===== config.mk =====
export PLATFORM = sky130hd
export DESIGN_NAME = parallel_matrix_mult
export DESIGN_NICKNAME = d
export VERILOG_FILES = /design/src/rtl/pmm_pkg.sv /design/src/rtl/pmm_mac_lane.sv /design/src/rtl/parallel_matrix_mult.sv
export SDC_FILE = /design/constraint.sdc
export NUM_CORES = 1
export LEC_CHECK = 0
export ABC_AREA = 1
export BUFFER_PORTS_ARGS = -buffer_cell sky130_fd_sc_hd__buf_2
export CELL_PAD_IN_SITES_DETAIL_PLACEMENT = 0
export CELL_PAD_IN_SITES_GLOBAL_PLACEMENT = 1
export CORE_MARGIN = 2
export CORE_UTILIZATION = 30
export DETAILED_ROUTE_END_ITERATION = 8
export GPL_ROUTABILITY_DRIVEN = 0
export PLACE_DENSITY = 0.73
export SYNTH_ARGS = -nofsm -noshare
export SYNTH_HDL_FRONTEND = slang
export SYNTH_SLANG_ARGS = --single-unit

===== constraint.sdc =====
create_clock -name clk -period 6.6 [get_ports clk]
set_clock_uncertainty 0.1 [all_clocks]
set_input_delay 1.32 -clock clk [delete_from_list [all_inputs] [get_ports clk]]
set_output_delay 1.32 -clock clk [all_outputs]
set_load 0.1 [all_outputs]

===== src/rtl/pmm_pkg.sv =====
// Shared definitions for the parallel matrix multiplier.
//   DATA_W   : element width (two's-complement, arithmetic wraps modulo 2^DATA_W)
//   state_e  : controller states IDLE -> RUN -> DONE
//   idx_w    : row/column index width for an n x n matrix
//   mac_wrap : one multiply-accumulate step truncated to DATA_W bits
package pmm_pkg;

  localparam int DATA_W = 32;

  typedef enum logic [1:0] {
    IDLE = 2'd0,
    RUN  = 2'd1,
    DONE = 2'd2
  } state_e;

  function automatic int idx_w(input int n);
    return $clog2(n);
  endfunction

  // The low DATA_W bits of a product do not depend on signedness, so the
  // signed multiply gives the same bits an unsigned one would.
  function automatic logic [DATA_W-1:0] mac_wrap(input logic [DATA_W-1:0] acc,
                                                 input logic [DATA_W-1:0] a,
                                                 input logic [DATA_W-1:0] b);
    logic signed [DATA_W-1:0] prod;
    prod = DATA_W'($signed(a) * $signed(b));
    return acc + prod;
  endfunction

endpackage


===== src/rtl/pmm_mac_lane.sv =====
// One multiply-accumulate lane.
//   clk, rst : clock, asynchronous active-low reset (clears the accumulator)
//   clr      : clear the accumulator on this edge (priority over en)
//   en       : add a*b to the accumulator
//   a, b     : operands for this cycle's term
//   acc      : running total including this cycle's term when en=1, so the
//              owner can store a finished dot product on its last term
//              without waiting an extra cycle
module pmm_mac_lane
  import pmm_pkg::*;
(
  input  logic              clk,
  input  logic              rst,
  input  logic              clr,
  input  logic              en,
  input  logic [DATA_W-1:0] a,
  input  logic [DATA_W-1:0] b,
  output logic [DATA_W-1:0] acc
);

  logic [DATA_W-1:0] acc_q;
  logic [DATA_W-1:0] acc_d;

  assign acc = en ? mac_wrap(acc_q, a, b) : acc_q;

  always_comb begin
    acc_d = clr ? '0 : acc;
  end

  always_ff @(posedge clk or negedge rst) begin
    if (!rst) begin
      acc_q <= '0;
    end else begin
      acc_q <= acc_d;
    end
  end

endmodule


===== src/rtl/parallel_matrix_mult.sv =====
// C = A x B for n x n matrices of 32-bit integers using m parallel MAC lanes.
// A and B are constant ROMs built from A_INIT / B_INIT (element x = i*n+j
// occupies bits [x*32 +: 32], row-major).
//   clk    : clock, rising edge
//   rst    : asynchronous active-low reset (FSM, counters, accumulators)
//   start  : begin a multiplication (ignored while running)
//   z_i    : row index of the result element to read
//   z_j    : column index of the result element to read
//   z_out  : C[z_i][z_j], combinational; 0 for out-of-range indices
//   done   : high while C is complete and valid
module parallel_matrix_mult
  import pmm_pkg::*;
#(
  parameter int                        n      = 4,
  parameter int                        m      = 2,
  parameter logic [n*n*DATA_W-1:0]     A_INIT = '0,
  parameter logic [n*n*DATA_W-1:0]     B_INIT = '0
) (
  input  logic                    clk,
  input  logic                    rst,
  input  logic                    start,
  input  logic [$clog2(n)-1:0]    z_i,
  input  logic [$clog2(n)-1:0]    z_j,
  output logic [DATA_W-1:0]       z_out,
  output logic                    done
);

  localparam int NN    = n * n;
  localparam int N_LEN = idx_w(n);
  localparam int AW    = $clog2(NN);
  // e can reach NN-1+m before the end-of-run compare.
  localparam int EW    = $clog2(NN + m + 1);

  logic [DATA_W-1:0] rom_a [NN];
  logic [DATA_W-1:0] rom_b [NN];
  logic [DATA_W-1:0] mem_q [NN];

  for (genvar x = 0; x < NN; x++) begin : g_rom
    assign rom_a[x] = A_INIT[x*DATA_W +: DATA_W];
    assign rom_b[x] = B_INIT[x*DATA_W +: DATA_W];
  end

  state_e           state_q, state_d;
  logic [N_LEN-1:0] k_q, k_d;
  logic [EW-1:0]    e_q, e_d;
  logic             done_q, done_d;
  logic             last_k, grp_last;
  logic             run, clr, wr;

  assign last_k   = (k_q == N_LEN'(n - 1));
  assign grp_last = ((e_q + EW'(m)) >= EW'(NN));

  // FSM: state register
  always_ff @(posedge clk or negedge rst) begin
    if (!rst) begin
      state_q <= IDLE;
    end else begin
      state_q <= state_d;
    end
  end

  // FSM: next state
  always_comb begin
    state_d = state_q;
    case (state_q)
      IDLE:    if (start) state_d = RUN;
      RUN:     if (last_k && grp_last) state_d = DONE;
      DONE:    if (start) state_d = RUN;
      default: state_d = IDLE;
    endcase
  end

  // FSM: outputs. done is registered one cycle behind entry to DONE and
  // drops on the same edge that samples a restart.
  always_comb begin
    run    = (state_q == RUN);
    clr    = !run || last_k;
    wr     = run && last_k;
    done_d = (state_q == DONE) && !start;
  end

  // Term counter k and element base e; both sit at 0 outside RUN so every
  // run starts from the first element.
  always_comb begin
    k_d = '0;
    e_d = '0;
    if (run) begin
      k_d = last_k ? '0 : k_q + N_LEN'(1);
      e_d = last_k ? e_q + EW'(m) : e_q;
    end
  end

  always_ff @(posedge clk or negedge rst) begin
    if (!rst) begin
      k_q    <= '0;
      e_q    <= '0;
      done_q <= 1'b0;
    end else begin
      k_q    <= k_d;
      e_q    <= e_d;
      done_q <= done_d;
    end
  end

  assign done = done_q;

  logic [DATA_W-1:0] lane_acc  [m];
  logic [AW-1:0]     lane_addr [m];
  logic              lane_act  [m];

  for (genvar l = 0; l < m; l++) begin : g_lane
    logic [EW-1:0]     elem;
    logic [N_LEN-1:0]  ri, cj;
    logic [AW-1:0]     ai, bi;
    logic [DATA_W-1:0] a, b;
    logic              en;

    assign elem          = e_q + EW'(l);
    assign lane_act[l]   = (elem < EW'(NN));
    assign ri            = N_LEN'(elem / EW'(n));
    assign cj            = N_LEN'(elem % EW'(n));
    assign lane_addr[l]  = AW'(elem);
    assign ai            = AW'(ri) * AW'(n) + AW'(k_q);
    assign bi            = AW'(k_q) * AW'(n) + AW'(cj);
    // Lanes past the last element are gated so they never index the ROMs.
    assign a             = lane_act[l] ? rom_a[ai] : '0;
    assign b             = lane_act[l] ? rom_b[bi] : '0;
    assign en            = run && lane_act[l];

    pmm_mac_lane u_mac (
      .clk (clk),
      .rst (rst),
      .clr (clr),
      .en  (en),
      .a   (a),
      .b   (b),
      .acc (lane_acc[l])
    );
  end

  // Result RAM: m write ports, not reset.
  always_ff @(posedge clk) begin
    if (wr) begin
      for (int l = 0; l < m; l++) begin
        if (lane_act[l]) begin
          mem_q[lane_addr[l]] <= lane_acc[l];
        end
      end
    end
  end

  logic [AW-1:0] rd_addr;
  assign rd_addr = AW'(z_i) * AW'(n) + AW'(z_j);

  if ((1 << N_LEN) == n) begin : g_rd_pow2
    assign z_out = mem_q[rd_addr];
  end else begin : g_rd_guard
    assign z_out = (z_i < N_LEN'(n) && z_j < N_LEN'(n)) ? mem_q[rd_addr] : '0;
  end

endmodule


# Word level (Yosys, flattened, before mapping)
# Memory sizes are Yosys's and may differ from the RTL's.
# Cells that the tools add are included.
# W data, S select, Z words.
[classes] addsub=10 n_mul=2 order_cmp=7 n_eq_ne=6 mux=29 bitwise=4 n_reduce_logical=11
[op_table] operator="$mux W32" n=16
[op_table] operator="$add A32 B32 Y32" n=2
[op_table] operator="$mul A32 B32 Y32" n=2
[op_table] operator="$ge A5 B5 Y1 const B" n=5
[op_table] operator="$add A4 B2 Y4" n=5
[op_table] operator="$not A4 Y5" n=4
[op_table] operator="$lt A5 B5 Y1 const B" n=2
[op_table] operator="$mux W5" n=2
[op_table] operator="$mux W2" n=4
[op_table] operator="$mux W1" n=6
[op_table] operator="$add A5 B1 Y5 const B" n=1
[op_table] operator="$add A5 B2 Y5 const B" n=1
[op_table] operator="$logic_and A1 B1 Y1" n=5
[op_table] operator="$eq A2 B2 Y1 const B" n=2
[op_table] operator="$ne A2 B1 Y1 const B" n=2
[op_table] operator="$pmux W2 S2" n=1
[op_table] operator="$add A2 B1 Y2 const B" n=1
[op_table] operator="$eq A2 B1 Y1 const B" n=1
[op_table] operator="$logic_not A1 Y1" n=2
[op_table] operator="$logic_not A2 Y1" n=1
[op_table] operator="$ne A2 B2 Y1 const B" n=1
[op_table] operator="$reduce_and A2 Y1" n=1
[op_table] operator="$reduce_or A2 Y1" n=1
[op_table] operator="$logic_or A1 B1 Y1" n=1
[totals] ff_bits=74 ramBits=512 romBits=2048 input_bits=7 out_inout_bits=33 word_cells=80 n_memories=5
[mem_list] memory="(name not given)" depth=16 width=32 rd=1 rd_ports_with_merged_regs=0 wr=0 line_no="parallel_matrix_mult.sv:127" text="assign b = lane_act[l] ? rom_b[bi] : '0;"
[mem_list] memory="(name not given)" depth=16 width=32 rd=1 rd_ports_with_merged_regs=0 wr=0 line_no="parallel_matrix_mult.sv:126" text="assign a = lane_act[l] ? rom_a[ai] : '0;"
[mem_list] memory="(name not given)" depth=16 width=32 rd=1 rd_ports_with_merged_regs=0 wr=0 line_no="parallel_matrix_mult.sv:127"
[mem_list] memory="(name not given)" depth=16 width=32 rd=1 rd_ports_with_merged_regs=0 wr=0 line_no="parallel_matrix_mult.sv:126"
[mem_list] memory="mem_q" depth=16 width=32 rd=1 rd_ports_with_merged_regs=0 wr=2 line_no="parallel_matrix_mult.sv:36" text="logic [DATA_W-1:0] mem_q [NN];"

# Logic depth before layout (Yosys ltp)
[logic_depth] ltp_word=11 mapped_depth=9 mapped_depth_nobuf=7

# Hierarchy
# Synthesis repeated with hierarchy kept, for this count alone.
[hier_totals] hier_cells=8341 hier_area_um2=65300.1
[modules_own_cells] module="parallel_matrix_mult" n_inst=1 cells_per_inst=3027 area_each_um2=25938.6 seq_area_each_um2=15600.0
[modules_own_cells] module="pmm_mac_lane (g_lane[0].u_mac)" n_inst=1 cells_per_inst=2683 area_each_um2=19801.5 seq_area_each_um2=800.8
[modules_own_cells] module="pmm_mac_lane (g_lane[1].u_mac)" n_inst=1 cells_per_inst=2631 area_each_um2=19560.0 seq_area_each_um2=800.8

# Worst setup path before layout
# Ideal clock, no wire load.
[synth_path] kind="input-to-output" start="input port z_j[0]" end="output port z_out[10]" arrival_ps=3434 required_time_ps=5180 setup_slack_ps=1746 stages=9 path_buffers=2 cell_sequence="buf_2 inv_2 nand2_1 nand2_1 nand2_1 nand3_1 nand3_1 nand2_1 buf_4"
[synth_via] elab_chain_len=2
[synth_rtl] item="from (decl)" line_no="parallel_matrix_mult.sv:23" text="input logic [$clog2(n)-1:0] z_j,"
[synth_rtl] item="$add A4 B2 Y4" line_no="parallel_matrix_mult.sv:153" text="assign rd_addr = AW'(z_i) * AW'(n) + AW'(z_j);"
[synth_rtl] item="$mem_v2 Z16 W32"
[synth_rtl] item="to (decl)" line_no="parallel_matrix_mult.sv:24" text="output logic [DATA_W-1:0] z_out,"
# No other way between the ends.

# Worst setup path after layout
[layout_path] start="input port z_j[0]" end="output port z_out[17]"
# The elaborated chain is that of the path after synthesis.

==> reports/summary.txt <==
Outcome: finished, final reports clean
Worst Path Buf+Inv: 3
Clock Tree Root: clkbuf_8
Data arrival time of the critical path: 2.92 ns
Nature of the critical path endpoint: output port
Estimated wirelength of the detail-placed design: 1750 um
Global-route wire length before repair: 3550 um
Max-cap violations: 0
Sum of negative setup slack: 0 ns
Seq. cell area: 706 um^2
Largest family of logic cells by synthesized area: buffers and inverters
Cell count after placement: 238
GR Overflow Total: 0
Adder-cell share of the synthesized area: 0.0174
Worst min path class: reg -> reg
Clock-pin slew of the registers on the worst-case setup and hold paths: 0.08 ns
Cell area power density: 412 nW/um^2
Net count, final: 198
Combined area of the multi-input logic cells: 458 um^2
Final routed DRC violation total: 0
Post-Synth Simple-Gate Area: 0.225
Sum of routed wire length over all layers: 2180 um
Initial antenna violation count: 0
Post-synthesis compound-gate area fraction: 0.0278
Sw Share: 0.535
Minimum clock period: 4.34 ns
Number of max-slew violations in the final report: 0
Cell Rows: 25
Later-pin clock latency in the skew report: 0.26 ns
Number of setup violations in the final report: 0
Cell type with the highest occurrence count on the critical path: nand3_1
Total global routing track utilization: 0.0848
Post-route non-filler standard cell count: 242
Vias after detailed routing: 962
Post-CTS Setup Bufs: 0
Power share of the clock group: 0.136
Count of hold buffers inserted by post-cts repair: 0
RSZ-0062 raised after global routing: false
Library cell contributing the largest single delay on the critical path: buf_2
Effective utilization at floorplan: 0.309
Syn avg cell area: 8.88 um^2
Share of power burned in registers: 0.324
Antenna-violating nets left: 0
Clock tree from TritonCTS: yes
Gate family responsible for the most delay along the worst path: buffers and inverters
Number of global-route vias before repair: 803
Final total power: 0.645 mW
Count of input and output buffers: 39
Xor and xnor fraction of the mapped netlist area: 0.00609
Flops & latches, synth: 25
Number of I/O pins: 40
Req. time, crit path: 5.18 ns
Detailed-route vias per instance: 3.98
Count of TritonRoute iterations in the first routing pass: 4
Floorplan core area: 4660 um^2
Core occupancy in the finished layout: 0.336
Crit-path max FO: 32
Comb power frac: 0.539
Final routed wire length divided by cell count: 9.00 um
Cell count after synthesis: 162
Layout cell share with drive strength beyond 1: 0.287
Layout fillers: 495
Yosys warns: 0
N_diodes: 0
Mux share of post-synthesis cell area: 0
Clock buffer depth: 2
Starting DRC count in detailed routing: 14
Die Span X: 73.3 um
Pin count of the biggest net entering global routing: 33
Total standard cell area after synthesis: 1440 um^2
Class of the most critical setup path: in -> out
Delay contributed by the slowest stage of the critical path: 0.54 ns
Net Switching: 0.346 mW
Floorplan die area: 5370 um^2
Die outline height: 73.3 um
Sequential share of the synthesized area: 0.490
Cell Chain, Critical Path: buf_2 > inv_2 > nand2_1 > nand3_1 > nand3_1 > nand3_1 > nand2_1 > buf_2
Number of distinct library cells after synthesis: 23
Highest clock rate: 0.231 GHz
# resized after CTS: 0
Worst vdd rail ir drop: 165 uV
Signed area change from the synthesized netlist to the final layout: 8.78%
# H-tree levels: 1
Final-report hold violation count: 0
Hold slack: 0.338 ns
Fraction of the cycle the final worst path needs: 0.657
Clock buffer count from CTS: 3
Leakage power of the design: 0.783 nW
Critical Path Start Type: input pin
Worst rel slew slack: 0.588
Transition at the pin with the smallest max-transition slack: 0.616 ns
Clk sink count: 25
Cell internal power dissipation: 0.300 mW
Yosys cell counts:
library cell | instances | share of area
buf_4 | 31 | 0.16
nand2_1 | 31 | 0.081
inv_1 | 22 | 0.057
edfxtp_1 | 16 | 0.33
nand3_1 | 13 | 0.045
nor2_1 | 11 | 0.029
dfrtp_1 | 9 | 0.16
nor3_1 | 8 | 0.028
inv_2 | 3 | 0.0078
ha_1 | 2 | 0.017
nand2_2 | 2 | 0.0087
nor2_4 | 2 | 0.016
o21ai_0 | 2 | 0.0070
a21oi_1 | 1 | 0.0035
buf_2 | 1 | 0.0035
conb_1 | 1 | 0.0026
nand2_4 | 1 | 0.0078
o21ai_1 | 1 | 0.0035
o21ai_2 | 1 | 0.0061
o21bai_2 | 1 | 0.0078
or2_2 | 1 | 0.0044
or2_4 | 1 | 0.0061
xor2_1 | 1 | 0.0061
power groups by stage:
stage | logic [mW] | registers (mW) | clock network, mW
final | 0.348 | 0.209 | 0.0881
after detailed placement | 0.351 | 0.213 | 0
after CTS | 0.353 | 0.210 | 0.0914
after global placement | 0.351 | 0.213 | 0
after floorplan | 0.336 | 0.210 | 0
after global routing | 0.376 | 0.213 | 0.0989
metal layers:
layer,GRT usage,part of all wire,vias up
li1,-,-,513
met1,0.109,0.48,411
met2,0.147,0.45,38
met3,0.0123,0.063,0
met4,0.0247,0,0
met5,0,0,-
worst paths after layout:
path	slack, ns	endpoint	cells after the start	start
max	2.26	z_out[17]	8	z_j[0]
min	0.34	k_q[0]$_DFF_PN0_	1	k_q[0]$_DFF_PN0_
max reg2reg	5.08	mem_q[7][30]$_DFFE_PP_	5	k_q[0]$_DFF_PN0_
min reg2reg	0.34	k_q[0]$_DFF_PN0_	1	k_q[0]$_DFF_PN0_
max in group asynchronous	5.44	e_q[1]$_DFFE_PN0P_	1	rst
min in group asynchronous	0.79	k_q[1]$_DFF_PN0_	1	rst
state kept, by name (all words and copies together), names as in the netlist:
register and cells:
e_q 4, done 1, k_q 2, mem_q 16, state_q 2
cell usage in the layout (no fill, tap or decap), types with 2 or more instances in the layout:
master	Yosys	final
buf_2	1	39
clkbuf_8	0	3
conb_1	1	16
dfrtp_1	9	9
edfxtp_1	16	16
ha_1	2	2
inv_1	22	22
inv_2	3	3
nand2_1	31	31
nand2_2	2	2
nand3_1	13	13
nor2_1	11	11
nor2_4	2	2
nor3_1	8	8
o21ai_0	2	2
worst register-to-register path, cell delays in order (launching register included):
cell and delay [ns]:
dfrtp_1 0.36, ha_1 0.22, nand2_2 0.10, inv_2 0.09, nand2_2 0.10, nor3_1 0.24
cell families (layout without fill, tap and decap cells):
| group | Yosys count | count (layout) |
|---|---|---|
| buf+inv | 57 | 68 |
| fa+ha+maj | 2 | 2 |
| compound gates | 6 | 6 |
| xor+xnor | 1 | 1 |
| flops | 25 | 25 |
| other cells | 1 | 16 |
| simple gates | 70 | 70 |
metrics by stage:
| step | instance area [um^2] | setup slack (ns) |
|---|---|---|
| after global routing | 1570 | 2.03 |
| after floorplan | 1500 | 1.75 |
| after global placement | 1520 | 2.29 |
| final | 1570 | 2.26 |
| after detailed placement | 1520 | 2.25 |
| after CTS | 1570 | 2.25 |
final cells by class:
type / count / area share
clock buffer: 4 / 0.0288
inverter: 25 / 0.0600
sequential: 25 / 0.451
timing repair buffer: 39 / 0.125
multi-input combinational: 95 / 0.293
tap: 54 / 0.0432
Note: power is estimated with default switching activity, not from simulation.
